===== src/rtl/bip_pkg.sv =====
// Shared BIP definitions: default widths, arbiter FSM state encoding and port indices.
// The arbiter's fixed-priority build option is selected with ARB_FIXED_PRIO_EN.
package bip_pkg;

  localparam int ADDR_W = 11;
  localparam int DATA_W = 16;

  typedef enum logic [1:0] {
    ST_IDLE   = 2'd0,
    ST_ACCESS = 2'd1,
    ST_RESP   = 2'd2
  } state_t;

  localparam logic PORT_CPU = 1'b0;
  localparam logic PORT_DBG = 1'b1;

endpackage


===== src/rtl/data_mem_arbiter_rr_arbiter2.sv =====
// rr_arbiter2: two-way request picker with a round-robin pointer.
// Build option ARB_FIXED_PRIO_EN: the pointer is held at 0, so port 0 always
// wins contention. The pick logic is the same in both builds.
module rr_arbiter2
  import bip_pkg::*;
(
  input  logic clk,
  input  logic rst,
  input  logic i_req0,
  input  logic i_req1,
  input  logic i_update,
  output logic o_any,
  output logic o_winner
);

  logic r_ptr;
  logic w_winner;

  // Contention goes to the pointer; a lone request always wins.
  always_comb begin
    w_winner = PORT_CPU;
    if (i_req0 && i_req1) begin
      w_winner = r_ptr;
    end else if (i_req1) begin
      w_winner = PORT_DBG;
    end
  end

  // Pointer moves to the other port after every grant (held at 0 in fixed priority).
  always_ff @(posedge clk) begin
    if (rst) begin
      r_ptr <= PORT_CPU;
    end else if (i_update && o_any) begin
`ifdef ARB_FIXED_PRIO_EN
      r_ptr <= PORT_CPU;
`else
      r_ptr <= ~w_winner;
`endif
    end
  end

  assign o_any    = i_req0 | i_req1;
  assign o_winner = w_winner;

endmodule


===== src/rtl/data_mem_arbiter.sv =====
// data_mem_arbiter: shares the single-port synchronous data memory between the
// CPU port (0) and the debug/loader port (1). IDLE -> ACCESS -> (RESP) -> IDLE.
// Handshake: a requester holds pN_req with stable fields until it sees pN_ready
// high on a rising edge; that edge consumes the request. Read data follows as a
// one-cycle pN_rvalid pulse on the next cycle; pN_rdata is 0 outside that pulse.
// Build option ARB_FIXED_PRIO_EN selects fixed priority (port 0 wins contention).
module data_mem_arbiter
  import bip_pkg::*;
#(
  parameter int ADDR_W = bip_pkg::ADDR_W,
  parameter int DATA_W = bip_pkg::DATA_W
) (
  input  logic              clk,
  input  logic              rst,
  input  logic              p0_req,
  input  logic              p0_we,
  input  logic [ADDR_W-1:0] p0_addr,
  input  logic [DATA_W-1:0] p0_wdata,
  output logic              p0_ready,
  output logic              p0_rvalid,
  output logic [DATA_W-1:0] p0_rdata,
  input  logic              p1_req,
  input  logic              p1_we,
  input  logic [ADDR_W-1:0] p1_addr,
  input  logic [DATA_W-1:0] p1_wdata,
  output logic              p1_ready,
  output logic              p1_rvalid,
  output logic [DATA_W-1:0] p1_rdata,
  output logic              mem_rd,
  output logic              mem_wr,
  output logic [ADDR_W-1:0] mem_addr,
  output logic [DATA_W-1:0] mem_wdata,
  input  logic [DATA_W-1:0] mem_rdata,
  output logic              owner,
  output logic              busy,
  output logic [1:0]        dbg_state
);

  state_t              r_state;
  state_t              w_next_state;
  logic                r_we;
  logic                r_owner;
  logic [ADDR_W-1:0]   r_addr;
  logic [DATA_W-1:0]   r_wdata;
  logic                w_any;
  logic                w_winner;
  logic                w_grant;

  // Requests are only looked at in IDLE; a grant there also advances the pointer.
  assign w_grant = (r_state == ST_IDLE) && w_any;

  rr_arbiter2 u_arb (
    .clk      (clk),
    .rst      (rst),
    .i_req0   (p0_req),
    .i_req1   (p1_req),
    .i_update (w_grant),
    .o_any    (w_any),
    .o_winner (w_winner)
  );

  // State register.
  always_ff @(posedge clk) begin
    if (rst) begin
      r_state <= ST_IDLE;
    end else begin
      r_state <= w_next_state;
    end
  end

  // Next state: writes finish in ACCESS, reads take one more cycle for the data.
  always_comb begin
    w_next_state = r_state;
    case (r_state)
      ST_IDLE:   if (w_any) w_next_state = ST_ACCESS;
      ST_ACCESS: w_next_state = r_we ? ST_IDLE : ST_RESP;
      ST_RESP:   w_next_state = ST_IDLE;
      default:   w_next_state = ST_IDLE;
    endcase
  end

  // Latch the winning request; these registers drive the memory bus directly.
  always_ff @(posedge clk) begin
    if (rst) begin
      r_we    <= 1'b0;
      r_owner <= PORT_CPU;
      r_addr  <= '0;
      r_wdata <= '0;
    end else if (w_grant) begin
      r_owner <= w_winner;
      r_we    <= (w_winner == PORT_DBG) ? p1_we    : p0_we;
      r_addr  <= (w_winner == PORT_DBG) ? p1_addr  : p0_addr;
      r_wdata <= (w_winner == PORT_DBG) ? p1_wdata : p0_wdata;
    end
  end

  // Strobes, handshakes and read-data routing, all decoded from state and owner.
  always_comb begin
    mem_rd    = 1'b0;
    mem_wr    = 1'b0;
    p0_ready  = 1'b0;
    p1_ready  = 1'b0;
    p0_rvalid = 1'b0;
    p1_rvalid = 1'b0;
    p0_rdata  = '0;
    p1_rdata  = '0;
    if (r_state == ST_ACCESS) begin
      mem_rd   = ~r_we;
      mem_wr   = r_we;
      p0_ready = (r_owner == PORT_CPU);
      p1_ready = (r_owner == PORT_DBG);
    end
    if (r_state == ST_RESP) begin
      if (r_owner == PORT_DBG) begin
        p1_rvalid = 1'b1;
        p1_rdata  = mem_rdata;
      end else begin
        p0_rvalid = 1'b1;
        p0_rdata  = mem_rdata;
      end
    end
  end

  assign mem_addr  = r_addr;
  assign mem_wdata = r_wdata;
  assign owner     = r_owner;
  assign busy      = (r_state != ST_IDLE);
  assign dbg_state = r_state;

endmodule


===== config.mk =====
export PLATFORM = sky130hd
export DESIGN_NAME = data_mem_arbiter
export DESIGN_NICKNAME = d
export VERILOG_FILES = /design/src/rtl/bip_pkg.sv /design/src/rtl/data_mem_arbiter_rr_arbiter2.sv /design/src/rtl/data_mem_arbiter.sv
export SDC_FILE = /design/constraint.sdc
export NUM_CORES = 1
export LEC_CHECK = 0
export CORE_ASPECT_RATIO = 1.1
export CORE_UTILIZATION = 30
export CTS_CLUSTER_DIAMETER = 50
export DETAILED_ROUTE_END_ITERATION = 8
export PLACE_DENSITY = 0.78
export SLEW_MARGIN = 10
export SYNTH_ARGS = -nofsm -noshare
export SYNTH_HDL_FRONTEND = slang
export SYNTH_SLANG_ARGS = --single-unit

===== constraint.sdc =====
create_clock -name clk -period 1.2 [get_ports clk]
set_clock_uncertainty 0.15 [all_clocks]
set_input_delay 0.24 -clock clk [delete_from_list [all_inputs] [get_ports clk]]
set_output_delay 0.24 -clock clk [all_outputs]
set_load 0.1 [all_outputs]

## Word-level counts from Yosys, hierarchy flattened

Cells that the tools add are included.

- Equality and inequality tests: 3
- Mux-type cells: 20
- Bitwise gates (word level): 4
- Reductions and logical operators: 5

Operator list:

| cell | number |
|---|---|
| two-way mux 16 bit | 5 |
| two-way mux 1 bit | 11 |
| two-way mux 11 bit | 1 |
| two-way mux 2 bit | 2 |
| one-hot mux 2 bit (2 select lines) | 1 |
| logical AND 1 bit | 3 |
| NOT 1 bit | 3 |
| equality test 2 x 1 -> 1 bit, second input constant | 1 |
| equality test 2 bit, second input constant | 1 |
| logical NOT 2 bit | 1 |
| != test 2 x 1 -> 1 bit, second input constant | 1 |
| nonzero test 2 bit | 1 |
| OR 1 bit | 1 |

- Flip-flop bits (word level): 32
- Bits of input ports: 76
- Output and inout bits: 69
- Logic and storage cells: 38

## Depth between registers and ports, before layout

- Depth after elaboration: 3
- Depth in mapped cells: 6
- Gate-level depth less buffers: 4

## By module

From an unflattened synthesis, not the netlist that was laid out.

- Cells, all modules: 153
- Area, all modules: 1572.8 um2

Modules (own cells, without submodules):

| module | times used | cells an instance | area an instance (um2) | seq. area each (um2) |
|---|---|---|---|---|
| data_mem_arbiter | 1 | 146 | 1508.9 | 620.6 |
| rr_arbiter2 | 1 | 7 | 63.8 | 20.0 |

## Worst setup path before layout

Ideal clock, no wire load.

- Path kind: flip-flop to output port
- Start: register r_state[1] (netlist: dbg_state[1])
- End: output p0_rdata[10]
- Arrival: 3272 ps
- Required time: 810 ps
- Path slack: -2462 ps
- Stages on the path, launching flop included: 4
- Buffers on the path: 1
- Path through: dfxtp_1 > nor3b_2 > clkbuf_1 > and2_1

- Longest elaborated chain between the ends: 2

RTL lines:

| what | line | RTL |
|---|---|---|
| from (decl) | data_mem_arbiter.sv:39 | `state_t r_state;` |
| from (signal assigned) | data_mem_arbiter.sv:67 | `r_state <= w_next_state;` |
| equality test 2 bit | data_mem_arbiter.sv:113 | `if (r_state == ST_RESP) begin` |
| two-way mux 16 bit | data_mem_arbiter.sv:113 |  |
| to (decl) | data_mem_arbiter.sv:21 | `output logic [DATA_W-1:0] p0_rdata,` |

No other way between the ends.

## Worst setup path after layout

- Start: register r_state[0] (netlist: dbg_state[0])
- End: output p0_rdata[12]

The elaborated chain is that of the path after synthesis.

==> flow_summary.html <==
<table>
<tr><th>Metric</th><th>Value</th></tr>
<tr><th colspan="2">Flow run</th></tr>
<tr><td>Count of max-cap constraint violations</td><td>0</td></tr>
<tr><th colspan="2">Synth</th></tr>
<tr><td>Number of synthesis warnings</td><td>0</td></tr>
<tr><td>Mean instance size in the synthesized netlist</td><td>just under 8 um^2</td></tr>
<tr><td>Sequential share of the synthesized area</td><td>35.9%</td></tr>
<tr><td>Top cells by area in the synthesized netlist</td><td>dfxtp_1, a311oi_1, and2_1</td></tr>
<tr><td>Cell area after synthesis</td><td>1780 um^2</td></tr>
<tr><td>Post-Syn Nets</td><td>301</td></tr>
<tr><td>Xor-xnor portion of the synthesized cell area</td><td>0%</td></tr>
<tr><td>Post-synthesis share of cell area spent on full adders, half adders and majority gates</td><td>0%</td></tr>
<tr><td>Area share of the largest cell type after synthesis</td><td>roughly 36%</td></tr>
<tr><td>Simple logic cell fraction of the synthesized area</td><td>between 20% and 30%</td></tr>
<tr><td>Post-synthesis cell count</td><td>225</td></tr>
<tr><td>Top cell type by total area after synthesis</td><td>dfxtp_1</td></tr>
<tr><td>Combinational family with the most area after synthesis</td><td>compound AO/OA/AOI/OAI gates</td></tr>
<tr><td>Share of cell area taken by muxes after synthesis</td><td>0%</td></tr>
<tr><td>Compound-gate portion of the synthesized area</td><td>31.3%</td></tr>
<tr><td>Number of synthesized register bits</td><td>32</td></tr>
<tr><td>Count of different cell masters after synthesis</td><td>25</td></tr>
<tr><th colspan="2">Clock tree</th></tr>
<tr><td>Buffer depth of the longest clock path</td><td>2</td></tr>
<tr><td>Clock buffer count from CTS</td><td>5</td></tr>
<tr><td>CTS clock-pin slew for the worst setup and hold paths</td><td>about 80 ps</td></tr>
<tr><td>Clock tree from TritonCTS</td><td>yes</td></tr>
<tr><td>Clk root buf</td><td>clkbuf_8</td></tr>
<tr><td>Latest clock arrival within the worst-skew pair</td><td>290 ps</td></tr>
<tr><td>CTS sink count</td><td>32</td></tr>
<tr><td>Maximum level of the CTS H-tree</td><td>2</td></tr>
<tr><td>Count of hold buffers inserted by post-cts repair</td><td>0</td></tr>
<tr><th colspan="2">Place</th></tr>
<tr><td>Post-placement setup slack</td><td>-1040 ps</td></tr>
<tr><td>Routability Congestion</td><td>a little over 0.8</td></tr>
<tr><td>HPWL Detailed</td><td>5550 um</td></tr>
<tr><td>Placed standard-cell area</td><td>between 4000 and 5000 um^2</td></tr>
<tr><td>Buffers added on ports</td><td>approximately 140</td></tr>
<tr><th colspan="2">Critical path</th></tr>
<tr><td>Crit path arrival time</td><td>approximately 1500 ps</td></tr>
<tr><td>Nature of the critical path startpoint</td><td>flip-flop</td></tr>
<tr><td>Gate family responsible for the most delay along the worst path</td><td>buffers and inverters</td></tr>
<tr><td>Worst-path cell chain</td><td>buf_6 &gt; nor3b_4 &gt; buf_6 &gt; and2_4 &gt; buf_12</td></tr>
<tr><td>Delay of the slowest cell on the worst path</td><td>350 ps</td></tr>
<tr><td>Number of buffers and inverters on the critical path</td><td>3</td></tr>
<tr><td>Data required time of the worst path</td><td>810 ps</td></tr>
<tr><td>CP endpoint kind</td><td>primary output</td></tr>
<tr><td>Cell with the largest stage delay on the worst path</td><td>dfxtp_4</td></tr>
<tr><td>CP dominant cell by count</td><td>buf_6</td></tr>
<tr><td>CP Class</td><td>flip-flop to primary output</td></tr>
<tr><td>Top fanout value on the critical path</td><td>9</td></tr>
<tr><th colspan="2">Drt</th></tr>
<tr><td>Initial detailed-routing violation count</td><td>196</td></tr>
<tr><td>Average detailed-routed wire length per instance</td><td>approximately 23 um</td></tr>
<tr><td>Residual DRC count</td><td>0</td></tr>
<tr><td>Vias after detailed routing</td><td>2899</td></tr>
<tr><td>Avg Vias per Cell</td><td>approximately 5.8</td></tr>
<tr><td>Drt first pass iters</td><td>6</td></tr>
<tr><td>Wire length reported by the detailed router</td><td>11600 um</td></tr>
<tr><td>Residual antenna-violating net count after detailed routing</td><td>0</td></tr>
<tr><th colspan="2">Global routing</th></tr>
<tr><td>First-pass GRT wire length</td><td>between 10000 and 15000 um</td></tr>
<tr><td>Global-route usage over all layers</td><td>30.2%</td></tr>
<tr><td>Via count of the first global-routing pass</td><td>2896</td></tr>
<tr><td>Antenna violations before repair</td><td>0</td></tr>
<tr><td>Overflow left after global routing</td><td>0</td></tr>
<tr><td>Largest net degree at the start of global routing</td><td>18</td></tr>
<tr><th colspan="2">Timing</th></tr>
<tr><td>Final setup violation count</td><td>101</td></tr>
<tr><td>Final critical path time including I/O delays and setup</td><td>roughly 1900 ps</td></tr>
<tr><td>Slew Viols, Final</td><td>0</td></tr>
<tr><td>Final worst slack</td><td>-676 ps</td></tr>
<tr><td>Period utilisation layout</td><td>156%</td></tr>
<tr><td>RSZ-0062 raised after global routing</td><td>yes</td></tr>
<tr><td>Final hold viol count</td><td>0</td></tr>
<tr><td>Fmax</td><td>533 MHz</td></tr>
<tr><td>Worst relative slew slack</td><td>67.2%</td></tr>
<tr><td>Worst Max-Slew Pin Slew</td><td>around 490 ps</td></tr>
<tr><th colspan="2">Floorplanning</th></tr>
<tr><td>Die Footprint</td><td>6260 um^2</td></tr>
<tr><td>IO Pins</td><td>145</td></tr>
<tr><td>Height of the die</td><td>a little over 80 um</td></tr>
<tr><td>Core area</td><td>slightly below 6000 um^2</td></tr>
<tr><td>Die extent in x</td><td>75.5 um</td></tr>
<tr><td>Effective utilization at floorplan</td><td>30.9%</td></tr>
<tr><td>Number of placement rows</td><td>29</td></tr>
<tr><th colspan="2">Layout</th></tr>
<tr><td>Final std cell area, no fill</td><td>5310 um^2</td></tr>
<tr><td>Fin util</td><td>92.1%</td></tr>
<tr><td>Layout cell share with drive strength beyond 1</td><td>64.2%</td></tr>
<tr><td>Number of nets in the final layout</td><td>502</td></tr>
<tr><td>Inserted Diodes</td><td>0</td></tr>
<tr><td>Layout overhead on the synthesized area</td><td>198%</td></tr>
<tr><td>Filler instances</td><td>203</td></tr>
<tr><th colspan="2">Run status</th></tr>
<tr><td>Outcome</td><td>finished with violations</td></tr>
<tr><td>Violations in the final reports</td><td>negative setup slack</td></tr>
<tr><th colspan="2">Power</th></tr>
<tr><td>Power density over cell area</td><td>1080 nW/um^2</td></tr>
<tr><td>Power Total</td><td>about 5.8 mW</td></tr>
<tr><td>Static leakage power</td><td>2.09 nW</td></tr>
<tr><td>Worst IR drop on VDD</td><td>1260 uV</td></tr>
<tr><th colspan="2">Min path</th></tr>
<tr><td>Worst Hold Class</td><td>flip-flop to flip-flop</td></tr>
</table>
[cells by family (layout without fill, tap and decap cells)]
kind of cell / after synthesis / after routing
simple gates: 76 / 77
buf+inv: 30 / 231
flops: 32 / 32
compound gates: 87 / 87
[power breakdown]
| group | switching [mW] | internal, mW |
|---|---|---|
| combinational | 1.99 | 1.52 |
| sequential | 0.168 | 1.21 |
| clock | 0.467 | 0.405 |
| total | 2.62 | 3.14 |
[state kept, by name (all words and copies together) (netlist names)]
signal,count
mem_wdata,16
mem_addr,11
dbg_state,2
owner,1
r_we,1
u_arb.r_ptr,1
[synthesized netlist by cell type, drive strengths merged]
master	number
a21oi	29
nor2	7
inv	5
nor3b	2
nand3	29
or2	1
and2	32
a311oi	28
buf	17
clkbuf	8
nor3	2
dfxtp	32
or2b	1
o211a	1
o21ai	29
nor2b	1
nand2b	1
[routing by layer]
metal  global-route usage [%]  wire (um)
met1                     30.1       3830
met4                     17.2        680
met5                        0          0
met3                     9.22       1200
met2                     53.2       5900
[area by class of cell]
class / count / area [um^2] / share of cell area (%)
Inverter: 5 / 26.3 / 0.495
Tap cell: 77 / 96.3 / 1.81
Sequential cell: 32 / 719 / 13.5
Multi-Input combinational cell: 164 / 1410 / 26.5
Timing Repair Buffer: 218 / 2980 / 56.0
Clock inverter: 3 / 18.8 / 0.353
Clock buffer: 5 / 68.8 / 1.30
[cells in the final DEF, fill, tap and decap left out, drive strengths merged]
| cell | n |
|---|---|
| nor2 | 8 |
| nor3b | 2 |
| or2b | 1 |
| a21oi | 29 |
| a311oi | 28 |
| bufbuf | 2 |
| nor3 | 2 |
| o211a | 1 |
| inv | 5 |
| clkdlybuf4s50 | 73 |
| dlygate4sd2 | 1 |
| buf | 140 |
| clkdlybuf4s15 | 1 |
| clkinv | 3 |
| nand3 | 29 |
| and2 | 32 |
| clkbuf | 6 |
| dfxtp | 32 |
| nor2b | 1 |
| o21ai | 29 |
| nand2b | 1 |
| or2 | 1 |
[worst paths after layout]
path                startpoint           end  slack, ps  cells past startpoint
hold reg to reg    mem_addr[8]   mem_addr[8]        370                      2
hold / removal     mem_addr[8]   mem_addr[8]        370                      2
setup / recovery  dbg_state[0]  p0_rdata[12]       -680                      5
setup reg to reg  dbg_state[1]  mem_wdata[0]       -420                      6
[through the flow]
step                cells  hold WS (ps)  setup TNS (ps)
floorplan             225           155          -37150
global placement      452           364          -41310
detailed placement    452           372          -43870
CTS                   487           380          -33790
global route          504           402          -40230
finish                504           368          -36770
[worst register-to-register path: cells and delay by family, from the launching register on]
kind	cells	cell delay (ps)
DFF	1	350
buffers and inverters	3	480
and+or+nand+nor	1	170
AOI/OAI and AO/OA	2	350
[timing repair]
action                                  in CTS  in global routing
gates cloned                                 7                  1
endpoints found under the setup margin      99                101
resized for setup                           57                 61
pin swaps                                   23                 31
buffers inserted                            20                 17
Note: power is estimated with default switching activity, not from simulation.
